<file path="src/rtl/output_accum.sv">
// ---------------------------------------------------------------------------
// output_accum
// Accumulates the 4-lane partial-sum rows produced by the MAC array across
// depth passes in a 4x4 tile buffer. When the last depth pass of a tile has
// been absorbed, the finished tile is written to OutputMemory one row per
// cycle, and a Tile_Done pulse is returned to the tile controller.
//
// Ports
//   CLK, RST     clock (rising edge), asynchronous active-high reset
//   Start        one-cycle job start; also aborts any job in progress
//   MNT          job dimensions {M[11:8], N[7:4], T[3:0]}, sampled on Start
//   ODST         tile address {m,t} from the controller
//   PSUM_VALID   a row of partial sums is present on PSUM_DATA
//   PSUM_DATA    four signed PW-bit lanes, lane j at [PW*j +: PW]
//   OM_WE        OutputMemory write enable
//   OM_ADDR      {tile address, row}
//   OM_WDATA     four AW-bit lanes, lane j at [AW*j +: AW]
//   Tile_Done    one-cycle pulse per completed tile pass
//   BUSY         a job is in progress
//   ERR          sticky protocol error (row offered outside COLLECT)
// ---------------------------------------------------------------------------
module output_accum #(
    parameter int PW = 16,
    parameter int AW = 20
) (
    input  logic            CLK,
    input  logic            RST,
    input  logic            Start,
    input  logic [11:0]     MNT,
    input  logic [3:0]      ODST,
    input  logic            PSUM_VALID,
    input  logic [4*PW-1:0] PSUM_DATA,
    output logic            OM_WE,
    output logic [5:0]      OM_ADDR,
    output logic [4*AW-1:0] OM_WDATA,
    output logic            Tile_Done,
    output logic            BUSY,
    output logic            ERR
);

    typedef enum logic [1:0] {
        S_IDLE    = 2'd0,
        S_COLLECT = 2'd1,
        S_WRITE   = 2'd2
    } state_t;

    state_t      r_state;
    logic        r_tn2;        // two depth passes per tile
    logic [2:0]  r_tiles;      // tm*tt: 1, 2 or 4
    logic [2:0]  r_tile_cnt;
    logic        r_nidx;       // depth pass index (tn is at most 2)
    logic [1:0]  r_row;
    logic [3:0]  r_taddr;
    logic [2:0]  r_wr;         // next row to emit; 4 = burst finished
    logic        r_last;       // the tile just written was the last of the job

    // Small 16-word tile buffer; accumulation needs a same-cycle
    // read-modify-write, so it is kept in flops rather than block RAM.
    logic [AW-1:0] r_buf [0:3][0:3];

    logic            w_accept;
    logic [1:0]      w_rd_idx;
    logic [AW-1:0]   w_ext [0:3];
    logic [AW-1:0]   w_sum [0:3];
    logic [4*AW-1:0] w_rd_row;

    assign w_accept = (r_state == S_COLLECT) && PSUM_VALID && !Start;
    // The first burst row is registered on the COLLECT->WRITE edge.
    assign w_rd_idx = (r_state == S_WRITE) ? r_wr[1:0] : 2'd0;

    genvar gi;
    generate
        for (gi = 0; gi < 4; gi++) begin : g_lane
            assign w_ext[gi] = {{(AW-PW){PSUM_DATA[PW*gi+PW-1]}}, PSUM_DATA[PW*gi +: PW]};
            assign w_sum[gi] = r_buf[r_row][gi] + w_ext[gi];
            assign w_rd_row[AW*gi +: AW] = r_buf[w_rd_idx][gi];
        end
    endgenerate

    // Buffer contents are don't-care after reset, so no reset here.
    always_ff @(posedge CLK) begin
        if (w_accept) begin
            for (int j = 0; j < 4; j++) begin
                r_buf[r_row][j] <= r_nidx ? w_sum[j] : w_ext[j];
            end
        end
    end

    always_ff @(posedge CLK or posedge RST) begin
        if (RST) begin
            r_state    <= S_IDLE;
            r_tn2      <= 1'b0;
            r_tiles    <= 3'd0;
            r_tile_cnt <= 3'd0;
            r_nidx     <= 1'b0;
            r_row      <= 2'd0;
            r_taddr    <= 4'd0;
            r_wr       <= 3'd0;
            r_last     <= 1'b0;
            OM_WE      <= 1'b0;
            OM_ADDR    <= 6'd0;
            OM_WDATA   <= '0;
            Tile_Done  <= 1'b0;
            BUSY       <= 1'b0;
            ERR        <= 1'b0;
        end else begin
            OM_WE     <= 1'b0;
            Tile_Done <= 1'b0;
            if (Start) begin
                // Start overrides everything, including a row in the same cycle.
                r_tn2      <= (MNT[7:4] > 4'd4);
                case ({MNT[11:8] > 4'd4, MNT[3:0] > 4'd4})
                    2'b11:   r_tiles <= 3'd4;
                    2'b10,
                    2'b01:   r_tiles <= 3'd2;
                    default: r_tiles <= 3'd1;
                endcase
                r_tile_cnt <= 3'd0;
                r_nidx     <= 1'b0;
                r_row      <= 2'd0;
                r_wr       <= 3'd0;
                r_last     <= 1'b0;
                ERR        <= 1'b0;
                BUSY       <= 1'b1;
                r_state    <= S_COLLECT;
            end else begin
                case (r_state)
                    S_IDLE: begin
                        if (PSUM_VALID) ERR <= 1'b1;
                    end
                    S_COLLECT: begin
                        if (PSUM_VALID) begin
                            if (r_row == 2'd0 && !r_nidx) r_taddr <= ODST;
                            r_row <= r_row + 2'd1;
                            if (r_row == 2'd3) begin
                                if (r_tn2 && !r_nidx) begin
                                    r_nidx    <= 1'b1;
                                    Tile_Done <= 1'b1;
                                end else begin
                                    r_nidx   <= 1'b0;
                                    r_state  <= S_WRITE;
                                    OM_WE    <= 1'b1;
                                    OM_ADDR  <= {r_taddr, 2'd0};
                                    OM_WDATA <= w_rd_row;
                                    r_wr     <= 3'd1;
                                end
                            end
                        end
                    end
                    S_WRITE: begin
                        if (PSUM_VALID) ERR <= 1'b1;
                        if (r_wr < 3'd4) begin
                            OM_WE    <= 1'b1;
                            OM_ADDR  <= {r_taddr, r_wr[1:0]};
                            OM_WDATA <= w_rd_row;
                            r_wr     <= r_wr + 3'd1;
                            if (r_wr == 3'd3) begin
                                Tile_Done  <= 1'b1;
                                r_tile_cnt <= r_tile_cnt + 3'd1;
                                r_last     <= ((r_tile_cnt + 3'd1) == r_tiles);
                            end
                        end else begin
                            // One trailing cycle keeps the block in WRITE so
                            // that new rows are accepted only after it.
                            r_wr    <= 3'd0;
                            r_state <= r_last ? S_IDLE : S_COLLECT;
                            BUSY    <= !r_last;
                        end
                    end
                    default: r_state <= S_IDLE;
                endcase
            end
        end
    end

endmodule

</file>
<file path="config.mk">
export PLATFORM = sky130hd
export DESIGN_NAME = output_accum
export DESIGN_NICKNAME = d
export VERILOG_FILES = /design/src/rtl/output_accum.sv
export SDC_FILE = /design/constraint.sdc
export NUM_CORES = 1
export LEC_CHECK = 0
export ABC_AREA = 1
export BUFFER_PORTS_ARGS = -buffer_cell sky130_fd_sc_hd__buf_4
export CORE_ASPECT_RATIO = 1.2
export CORE_MARGIN = 3
export CORE_UTILIZATION = 51
export CTS_CLUSTER_DIAMETER = 50
export CTS_CLUSTER_SIZE = 20
export DETAILED_ROUTE_END_ITERATION = 6
export PLACE_DENSITY = 0.71
export SYNTH_ARGS = -nofsm -noshare
export SYNTH_HDL_FRONTEND = slang
export SYNTH_SLANG_ARGS = --single-unit
</file>
<file path="constraint.sdc">
create_clock -name CLK -period 12.59 [get_ports CLK]
set_input_delay 0.6295 -clock CLK [delete_from_list [all_inputs] [get_ports CLK]]
set_output_delay 0.6295 -clock CLK [all_outputs]
set_load 0.01 [all_outputs]
</file>
==> flow_metrics.tcl <==
set metrics [dict create \
    cts_sinks 430 \
    wl_per_cell_um 17.44 \
    place_congestion 0.9095 \
    finalSetupTns_ns 0 \
    setup_viol 0 \
    ys_ff_latch 430 \
    cts.clk_slew.worst_paths_ns 0.07 \
    hold_path_class "in2async" \
    fin_crit_sh_pct 40.36 \
    grt_overflow 0 \
    ant_nets 0 \
    clockRootBuffer "clkbuf_16" \
    period_needed_ns 5.081 \
    cp_top_family "buffers and inverters" \
    holdBufCountCts 0 \
    synth_top_family_by_area "simple AND/OR/NAND/NOR gates" \
    synth_cell_type_count 35 \
    max_freq_ghz 0.1968 \
    fin_cells 3622 \
    ys_seq_area_share_pct 51.62 \
    drc 0 \
    cpMaxStageDelayCell "dfrtp_2" \
    tightest_slew_ns 1.128 \
    synthCells 2884 \
    critPathMaxFanout 53 \
    critical_path_class "reg2reg" \
    critPathMaxStageDelay_ns 1.11 \
    required_ns 12.98 \
    grt_pass1_vias 19926 \
    die-area_mm2 0.04960 \
    path_cells "clkinv_2, nand2_1, nor2_1, a21oi_2, o21ai_2, nor2_4, clkinv_2, buf_4, nand2_1, o21ai_0" \
    slew_headroom_pct 24.78 \
    yosysWarningCount 0 \
    cts-buffers-inserted 38 \
    skew_ns 0.03288 \
    layout_commonest_cell "nand2_1" \
    cap_violations 0 \
    status "finished clean" \
    initial_utilization_pct 51.88 \
    finalHoldViolations 0 \
    pin_count 174 \
    synth_simple_gate_area_share_pct 20.94 \
    num_rows 86 \
    core_area_mm2 0.04616 \
    numPortBuffers 173 \
    worst-endpoint-arrival_ns 5.47 \
    yosys.area.top_type_share_pct 40.13 \
    drt_wl_total_mm 63.18 \
    syn_nets 3060 \
    post_cts_resized 0 \
    area_delta_synth_final_pct 12.44 \
    rsz0062_at_grt "no" \
    slew_violations 0 \
    nets 3153 \
    leakagePower_nw 11.86 \
    drive_gt1_share_pct 9.315 \
    clock_latency_ns 0.57 \
    synth_adder_area_share_pct 4.932 \
    dp_hpwl_mm 40.46 \
    vias 20380 \
    dieHeight_um 243.4 \
    p_per_area_mw_per_mm2 141.4 \
    syn_area_per_cell_um2 8.303 \
    grt_max_degree 109 \
    yosysTopAreaCell "edfxtp_1" \
    hold_slack_ns 0.1370 \
    endpoint_kind "flip-flop" \
    fp.dieW_um 203.8 \
    grt_usage_pct 25.08 \
    first_pass_iters 6 \
    finalWorstSetupSlack_ns 7.509 \
    cts_setup_buffers 0 \
    irDropWorstVdd_mv 0.08864 \
    dp.cells 3553 \
    cts_tree "yes" \
    drtIter0Drc 1587 \
    num_antenna_cells 0 \
    layout_common_cells "nand2_1, o21ai_0, edfxtp_1, nor2_1, inv_1" \
    synth_compound_area_share_pct 15.40 \
    cp_num_buf_inv 3 \
    htreeDepth 2 \
    synthXorXnorAreaFrac_pct 1.097 \
    crit_path_start_kind "flip-flop" \
    synth_area_mm2 0.02395 \
    grt_antenna_before_repair 0 \
    avgViaCountPerCell 5.627 \
    synth_top_cells_by_area "edfxtp_1, nand2_1, dfrtp_1" \
    place_ws_ns 7.598 \
    cts_buffer_depth 3 \
    synthMuxAreaShare_pct 0 \
    postLayoutCoreUtil_pct 58.33 \
    grt_first_pass_wirelength_mm 100.7 \
]
synth_stat cells, drive strengths merged:
master / number
o31ai: 1
o22ai: 71
and2: 17
buf: 59
nand4: 5
xor2: 4
o21bai: 8
nand3: 120
nand3b: 20
dfrtp: 110
a31oi: 1
a211oi: 2
ha: 88
nand2: 783
a21oi: 168
nor2: 307
fa: 4
or2: 4
inv: 226
edfxtp: 320
clkbuf: 83
o21ai: 452
o2111ai: 1
xnor2: 26
a32oi: 4
layout make-up:
cell class,instances,area (µm²)
sequential,430,12370
tap,616,770.7
clock inverter,24,267.8
multi-input combinational,2086,10190
fill,4007,19240
clock buffer,45,1008
timing repair buffer,195,1464
inverter,226,858.3
cell families after synthesis:
logic type / count (synthesis)
AO/OA/AOI/OAI: 708
XOR/XNOR: 30
adder cells (fa/ha/maj): 92
buffers and inverters: 368
flip-flops: 430
AND/OR/NAND/NOR: 1256
worst reg2reg max path, delay by kind of cell, from the launching register on:
| family | cells | cell delay [ns] |
|---|---|---|
| compound gates | 3 | 0.30 |
| buf+inv | 3 | 2.33 |
| flops | 1 | 1.11 |
| simple gates | 4 | 1.18 |
through the flow:
step,power [mW],cell area [µm²]
after CTS,3.835,26920
final,3.807,26920
after global routing,4.018,26920
after detailed placement,2.651,25650
after floorplan,2.334,23950
after global placement,2.630,25650
metal layers:
metal  wire [µm]  up-vias  GRT usage [%]
met4        1899        0          9.072
li1            -     9917              -
met3        3993      125          3.368
met2       31030      697          43.59
met5           0        -              0
met1       26260     9641          32.16
flip-flops by register name, summed over array words and instances (netlist names):
signal      cells
r_buf         320
r_tile_cnt      3
OM_WE           1
OM_WDATA       80
r_row           2
OM_ADDR         6
BUSY            1
Tile_Done       1
r_state         2
r_tiles         3
r_tn2           1
r_last          1
r_nidx          1
ERR             1
r_taddr         4
r_wr            3
power by group:
| part | internal (mW) | switching [mW] |
|---|---|---|
| clock | 0.621 | 0.561 |
| sequential | 1.65 | 0.0641 |
| combinational | 0.355 | 0.558 |
| total | 2.62 | 1.18 |
path summary, 6_finish.rpt:
kind	from	to	slack [ns]	cells after the start
hold / removal	RST	OM_WDATA[10]	0.14	2
setup / recovery	r_nidx	OM_ADDR[1]	7.51	10
max in group asynchronous	RST	r_row[0]	10.99	3
min in group CLK	ODST[2]	r_taddr[2]	0.33	3
hold reg to reg	OM_WDATA[29]	OM_WDATA[29]	0.47	2
setup reg to reg	r_nidx	OM_ADDR[1]	7.51	10
Note: power is estimated with default switching activity, not from simulation.
